===== src/rtl/stopwatch_ctrl.sv =====
// stopwatch_ctrl: debounced front-panel sequencer and MM:SS display path for the stopwatch.
// Define STOPWATCH_LAP_EN to build the LAP state and the frozen-display snapshot.
module stopwatch_ctrl #(
    parameter logic [15:0] DEB_CYCLES = 16'd50000,
    parameter int          DEB_W      = 16
) (
    input  logic       clk,
    input  logic       reset_n,
    input  logic       btn_ss,
    input  logic       btn_lap,
    input  logic [3:0] sec_ones,
    input  logic [3:0] sec_tens,
    input  logic [3:0] min_ones,
    input  logic [3:0] min_tens,
    output logic       start_stop,
    output logic       clr,
    output logic       running,
    output logic       lap_active,
    output logic [3:0] disp_sec_ones,
    output logic [3:0] disp_sec_tens,
    output logic [3:0] disp_min_ones,
    output logic [3:0] disp_min_tens
);
    localparam logic [DEB_W-1:0] DEB_LAST = DEB_W'(DEB_CYCLES - 16'd1);

    typedef enum logic [1:0] {ST_IDLE, ST_RUN, ST_LAP, ST_PAUSED} state_t;

    logic [1:0]  btn_raw;
    logic [1:0]  press;
    logic [15:0] live;

    assign btn_raw = {btn_lap, btn_ss};
    assign live    = {min_tens, min_ones, sec_tens, sec_ones};

    // Index 0 is start/stop, index 1 is lap/clear.
    for (genvar gi = 0; gi < 2; gi++) begin : g_deb
        logic             sync1_reg;
        logic             sync2_reg;
        logic             level_reg;
        logic             press_reg;
        logic [DEB_W-1:0] cnt_reg;

        always_ff @(posedge clk or negedge reset_n) begin
            if (!reset_n) begin
                sync1_reg <= 1'b0;
                sync2_reg <= 1'b0;
                level_reg <= 1'b0;
                press_reg <= 1'b0;
                cnt_reg   <= '0;
            end else begin
                sync1_reg <= btn_raw[gi];
                sync2_reg <= sync1_reg;
                press_reg <= 1'b0;
                if (sync2_reg != level_reg) begin
                    if (cnt_reg == DEB_LAST) begin
                        cnt_reg   <= '0;
                        level_reg <= sync2_reg;
                        press_reg <= sync2_reg;
                    end else begin
                        cnt_reg <= cnt_reg + DEB_W'(1);
                    end
                end else begin
                    cnt_reg <= '0;
                end
            end
        end

        assign press[gi] = press_reg;
    end

    logic   ss_ev;
    logic   lap_ev;
    state_t state_reg;
    state_t state_next;
    logic   start_stop_reg;
    logic   start_stop_next;
    logic   clr_reg;
    logic   clr_next;
`ifdef STOPWATCH_LAP_EN
    logic   capture;
`endif

    // A start/stop event wins over a lap event arriving in the same cycle.
    assign ss_ev  = press[0];
    assign lap_ev = press[1] & ~press[0];

    always_comb begin
        state_next      = state_reg;
        start_stop_next = 1'b0;
        clr_next        = 1'b0;
`ifdef STOPWATCH_LAP_EN
        capture         = 1'b0;
`endif
        case (state_reg)
            ST_IDLE: begin
                if (ss_ev) begin
                    state_next      = ST_RUN;
                    start_stop_next = 1'b1;
                end
            end
            ST_RUN: begin
                if (ss_ev) begin
                    state_next      = ST_PAUSED;
                    start_stop_next = 1'b1;
                end
`ifdef STOPWATCH_LAP_EN
                else if (lap_ev) begin
                    state_next = ST_LAP;
                    capture    = 1'b1;
                end
`endif
            end
`ifdef STOPWATCH_LAP_EN
            ST_LAP: begin
                if (ss_ev) begin
                    state_next      = ST_PAUSED;
                    start_stop_next = 1'b1;
                end else if (lap_ev) begin
                    state_next = ST_RUN;
                end
            end
`endif
            ST_PAUSED: begin
                if (ss_ev) begin
                    state_next      = ST_RUN;
                    start_stop_next = 1'b1;
                end else if (lap_ev) begin
                    state_next = ST_IDLE;
                    clr_next   = 1'b1;
                end
            end
            default: state_next = ST_IDLE;
        endcase
    end

    always_ff @(posedge clk or negedge reset_n) begin
        if (!reset_n) begin
            state_reg      <= ST_IDLE;
            start_stop_reg <= 1'b0;
            clr_reg        <= 1'b0;
        end else begin
            state_reg      <= state_next;
            start_stop_reg <= start_stop_next;
            clr_reg        <= clr_next;
        end
    end

    assign start_stop = start_stop_reg;
    assign clr        = clr_reg;
    assign running    = (state_reg == ST_RUN) || (state_reg == ST_LAP);

`ifdef STOPWATCH_LAP_EN
    logic [15:0] snap_reg;

    always_ff @(posedge clk or negedge reset_n) begin
        if (!reset_n) begin
            snap_reg <= '0;
        end else if (capture) begin
            snap_reg <= live;
        end
    end

    assign lap_active = (state_reg == ST_LAP);
    assign {disp_min_tens, disp_min_ones, disp_sec_tens, disp_sec_ones} =
        lap_active ? snap_reg : live;
`else
    assign lap_active = 1'b0;
    assign {disp_min_tens, disp_min_ones, disp_sec_tens, disp_sec_ones} = live;
`endif

endmodule

===== config.mk =====
export PLATFORM = sky130hd
export DESIGN_NAME = stopwatch_ctrl
export DESIGN_NICKNAME = d
export VERILOG_FILES = /design/src/rtl/stopwatch_ctrl.sv
export SDC_FILE = /design/constraint.sdc
export NUM_CORES = 1
export LEC_CHECK = 0
export BUFFER_PORTS_ARGS = -buffer_cell sky130_fd_sc_hd__buf_4
export CORE_MARGIN = 5
export CORE_UTILIZATION = 55
export DETAILED_ROUTE_END_ITERATION = 16
export MAX_ROUTING_LAYER = met4
export PLACE_DENSITY_LB_ADDON = 0.15
export SLEW_MARGIN = 20
export SYNTH_ARGS = -nofsm -noshare
export SYNTH_HDL_FRONTEND = slang
export SYNTH_SLANG_ARGS = --single-unit

===== constraint.sdc =====
create_clock -name clk -period 2.7 [get_ports clk]
set_clock_uncertainty 0.15 [all_clocks]
set_input_delay 0.81 -clock clk [delete_from_list [all_inputs] [get_ports clk]]
set_output_delay 0.81 -clock clk [all_outputs]
set_load 0.05 [all_outputs]

; ---- After elaboration in Yosys (flattened, before gate mapping)
; Cells that the tools add are included.
[totals]
out_inout_bits = 20
register_bits = 44
input_bits = 20
[classes]
n_reduce_logical = 6
add_sub_neg = 2
n_eq_ne = 10
n_mux = 18
n_bitwise = 2
[op_table]
columns = operator, count
row1 = $mux 16, 4
row2 = $add 16x1->16 const B, 2
row3 = $eq 16x16->1 const B, 2
row4 = $mux 1, 9
row5 = $mux 2, 4
row6 = $pmux 2 s3, 1
row7 = $eq 2x2->1 const B, 2
row8 = $ne 2x2->1 const B, 2
row9 = $reduce_and 2->1, 2
row10 = $ne 3x3->1 const B, 1
row11 = $reduce_and 3->1, 1
row12 = $reduce_or 3->1, 1
row13 = $eq 2x1->1 const B, 1
row14 = $logic_not 2->1, 1
row15 = $ne 1x1->1, 2
row16 = $and 1x1->1, 1
row17 = $logic_or 1x1->1, 1
row18 = $not 1->1, 1

; ---- Depth between registers and ports, before layout
[depth]
depth_word = 5
mapped_depth = 6
mapped_depth_nobuf = 6

; ---- Worst setup path after synthesis
; OpenSTA, ideal clock, no wires.
[synth_timing]
path_type = reg-to-output
from = register state_reg[0]
to = output running
path_stages_with_launch = 3
path_slack_ps = 736
n_path_buf = 0
t_arrival_ps = 1004
cell_sequence = dfrtp_1 > inv_1 > ha_1
[synth_between]
elab_chain_cells = 2
elab_cells_between_ends = 3
cone_classes = 2 x eq/ne / 1 x reduce/logical
[synth_lines]
columns = item, line
row1 = start: declaration, 73  ; state_t state_reg;
row2 = start signal: assignment, 142  ; state_reg <= state_next;
row3 = $eq 2x1->1 or $eq 2x2->1 (tied branches), 150  ; assign running = (state_reg == ST_RUN) || (state_reg == ST_LAP);
row4 = $logic_or 1x1->1 (*), 150
row5 = end: declaration, 17  ; output logic running,
; Mark *: on every way between the ends. The rest lies on a longest branch, timed or not.

; ---- Worst setup path after layout
; Same ends and word-level chain as after synthesis.

==> results.md <==
* Slew @ Worst Pin at 0.532 ns
* Fin nets at 232
* Vias per cell at 5.55
* Setup crit end kind: primary output
* H-tree depth at 2
* Number of global-route vias before repair at 1431
* Final Setup Violations at 0
* Number of synthesis warnings at 0
* Clk slew on worst S/H paths at 0.08 ns
* RSZ-0062 raised after global routing: false
* Synth-to-layout area growth at 2.47%
* Slowest CP cell: dfrtp_1
* Cts-stage hold buffer count at 0
* Largest net degree at the start of global routing at 45
* Count leader, synth: dfrtp_1
* Req. time, crit path at 1.74 ns
* Buf+Inv Stages, Crit Path at 2
* Post-layout minimum cycle time at 2.27 ns
* Max Root-Sink Buffers at 2
* Synth async-reset ratio at 1.00
* ANT nets after route at 0
* Top-area cell type share of the netlist area at 0.506
* Die height at 72.9 um
* Postcts setup bufs at 0
* Row cnt at 22
* Total leakage power at 0.000938 uW
* Total congestion overflow at 0
* Post-Syn Area per Cell at 10.4 sq um
* CP top delay family: flip-flops
* Startpoint types: register
* Dpl hpwl at 2600 um
* Max Cap Violations at 0
* Final slew viol count at 0
* Distinct cells, synth at 31
* First-pass GRT wire length at 6240 um
* Number of flip-flops in the largest register at 32
* 1st-iter DRT viols at 86
* Port-buffer cells at 6
* CTS tree: yes
* Critical setup path kind: reg2out
* Antenna violations before repair at 0
* Boundary pin count at 40
* Die Footprint at 0.00532 sq mm
* First drt pass iteration count at 4
* Syn_nets at 237
* GPL Wtd Cong at 0.858
* Ys flop type: dfrtp_1
* Final count of hold timing violations at 0
* Outcome: complete, no violations
* Synth Instances at 210
* Worst hold-check path type: reg2reg
* WL final at 3620 um
* Commonest cells in the synthesized netlist: dfrtp_1 (44), nor2_1 (39), xnor2_1 (25)
* Worst-Skew Late Latency at 0.28 ns
* Netlist Area Pre-Place at 0.00218 sq mm
* Core area at 0.00374 sq mm
* TNS Setup at 0 ns
* Total track usage at 0.155
* # clock sinks at 44
* Worst path max stage delay at 0.43 ns
* Slew HR at 0.644
* Arrival @ worst endpoint at 1.31 ns
* Period utilisation layout at 0.842
* DRC errors left at 0
* Clock root buffer: clkbuf_8
* Layout cells sized above 1 at 0.0927
* Synth Register Bits at 44
* Via Count at 1403
* Max FO, Critical Path at 5
* Initial Util at 0.582
* CTS resizes at 0
* Core Util, Final at 0.596
* Number of synthesized flops with an enable pin at 0
* Fillers at 324
* Inserted Clock Buffers at 5
* N_diodes at 0
* Die X-Extent at 72.9 um
* Ranking of synthesized cells by area: dfrtp_1 (51%), xnor2_1 (10%), nor2_1 (6.7%)
* Pwr dens at 488 mW/mm^2
* Largest area contributor in the netlist: dfrtp_1
* Drt wl/cell at 14.3 um
* Worst-path cell chain: inv_1 > ha_1 > buf_4
* Worst vdd ir at 0.000372 V
* Highest Clock Rate at 0.440 GHz
* Post-synthesis sequential area ratio at 0.506
==> worst paths after layout <==
kind / depth (start not counted) / to / slack, ns / start
max reg2reg: 5 / g_deb[1].cnt_reg[10] / 0.59 / g_deb[1].cnt_reg[0]
min: 0 / g_deb[1].sync2_reg / 0.21 / g_deb[1].sync1_reg
min in group asynchronous: 1 / start_stop / 0.35 / reset_n
max in group asynchronous: 1 / g_deb[0].cnt_reg[13] / 1.68 / reset_n
min reg2reg: 0 / g_deb[1].sync2_reg / 0.21 / g_deb[1].sync1_reg
max: 3 / running / 0.43 / state_reg[0]
==> cells by family (layout without fill, tap and decap cells) <==
group,count (synthesis),after routing,share of synthesized area
buffers and inverters,27,22,0.0764
XOR/XNOR,30,30,0.121
AND/OR/NAND/NOR,94,94,0.217
AO/OA/AOI/OAI,4,4,0.0207
adder cells (fa/ha/maj),7,7,0.0402
multiplexers,3,3,0.0172
flip-flops,44,44,0.506
other,1,1,0.00172
==> metal layers <==
layer / GRT usage / share of wire / vias to the layer above
met5: - / 0 / -
met4: 0.0594 / 0.020 / 0
met3: 0.0592 / 0.058 / 16
met2: 0.240 / 0.49 / 39
met1: 0.181 / 0.44 / 679
li1: - / - / 669
==> metrics by stage <==
| step | std cells | instance area [sq um] | power [uW] | hold WS (ns) | setup WS, ns |
|---|---|---|---|---|---|
| detailed placement | 246 | 2150 | 734 | 0.198 | 0.624 |
| CTS | 253 | 2230 | 1100 | 0.214 | 0.399 |
| global route | 253 | 2230 | 1140 | 0.222 | 0.351 |
| global placement | 246 | 2150 | 731 | 0.183 | 0.682 |
| finish | 253 | 2230 | 1090 | 0.212 | 0.426 |
| floorplan | 210 | 2180 | 775 | 0.181 | 0.736 |
==> placed cells by master (no fill, tap or decap), types with 7 or more instances in the layout <==
master   netlist  layout
buf_4         17       7
dfrtp_1       44      44
ha_1           7       7
inv_1          8       8
nand2_1        8       8
nand3_1       11      11
nand4_1        7       7
nor2_1        39      39
nor3_1         7       7
nor4_1         8       8
xnor2_1       25      25
==> where the power goes <==
group	switching, uW	internal [uW]
Sequential	9.71	669
Combinational	28.5	13.0
Clock	193	176
Total	231	858
==> layout make-up <==
type / count / area (sq um) / area share
flip-flops and latches: 44 / 1100 / 0.494
clock inverters: 1 / 5.00 / 0.00224
multi-input cells: 139 / 910 / 0.408
well taps: 48 / 60.1 / 0.0269
clock buffers: 6 / 72.6 / 0.0325
repair buffers: 7 / 52.6 / 0.0236
inverters: 8 / 30.0 / 0.0135
Power figures use the tool's default switching activity.
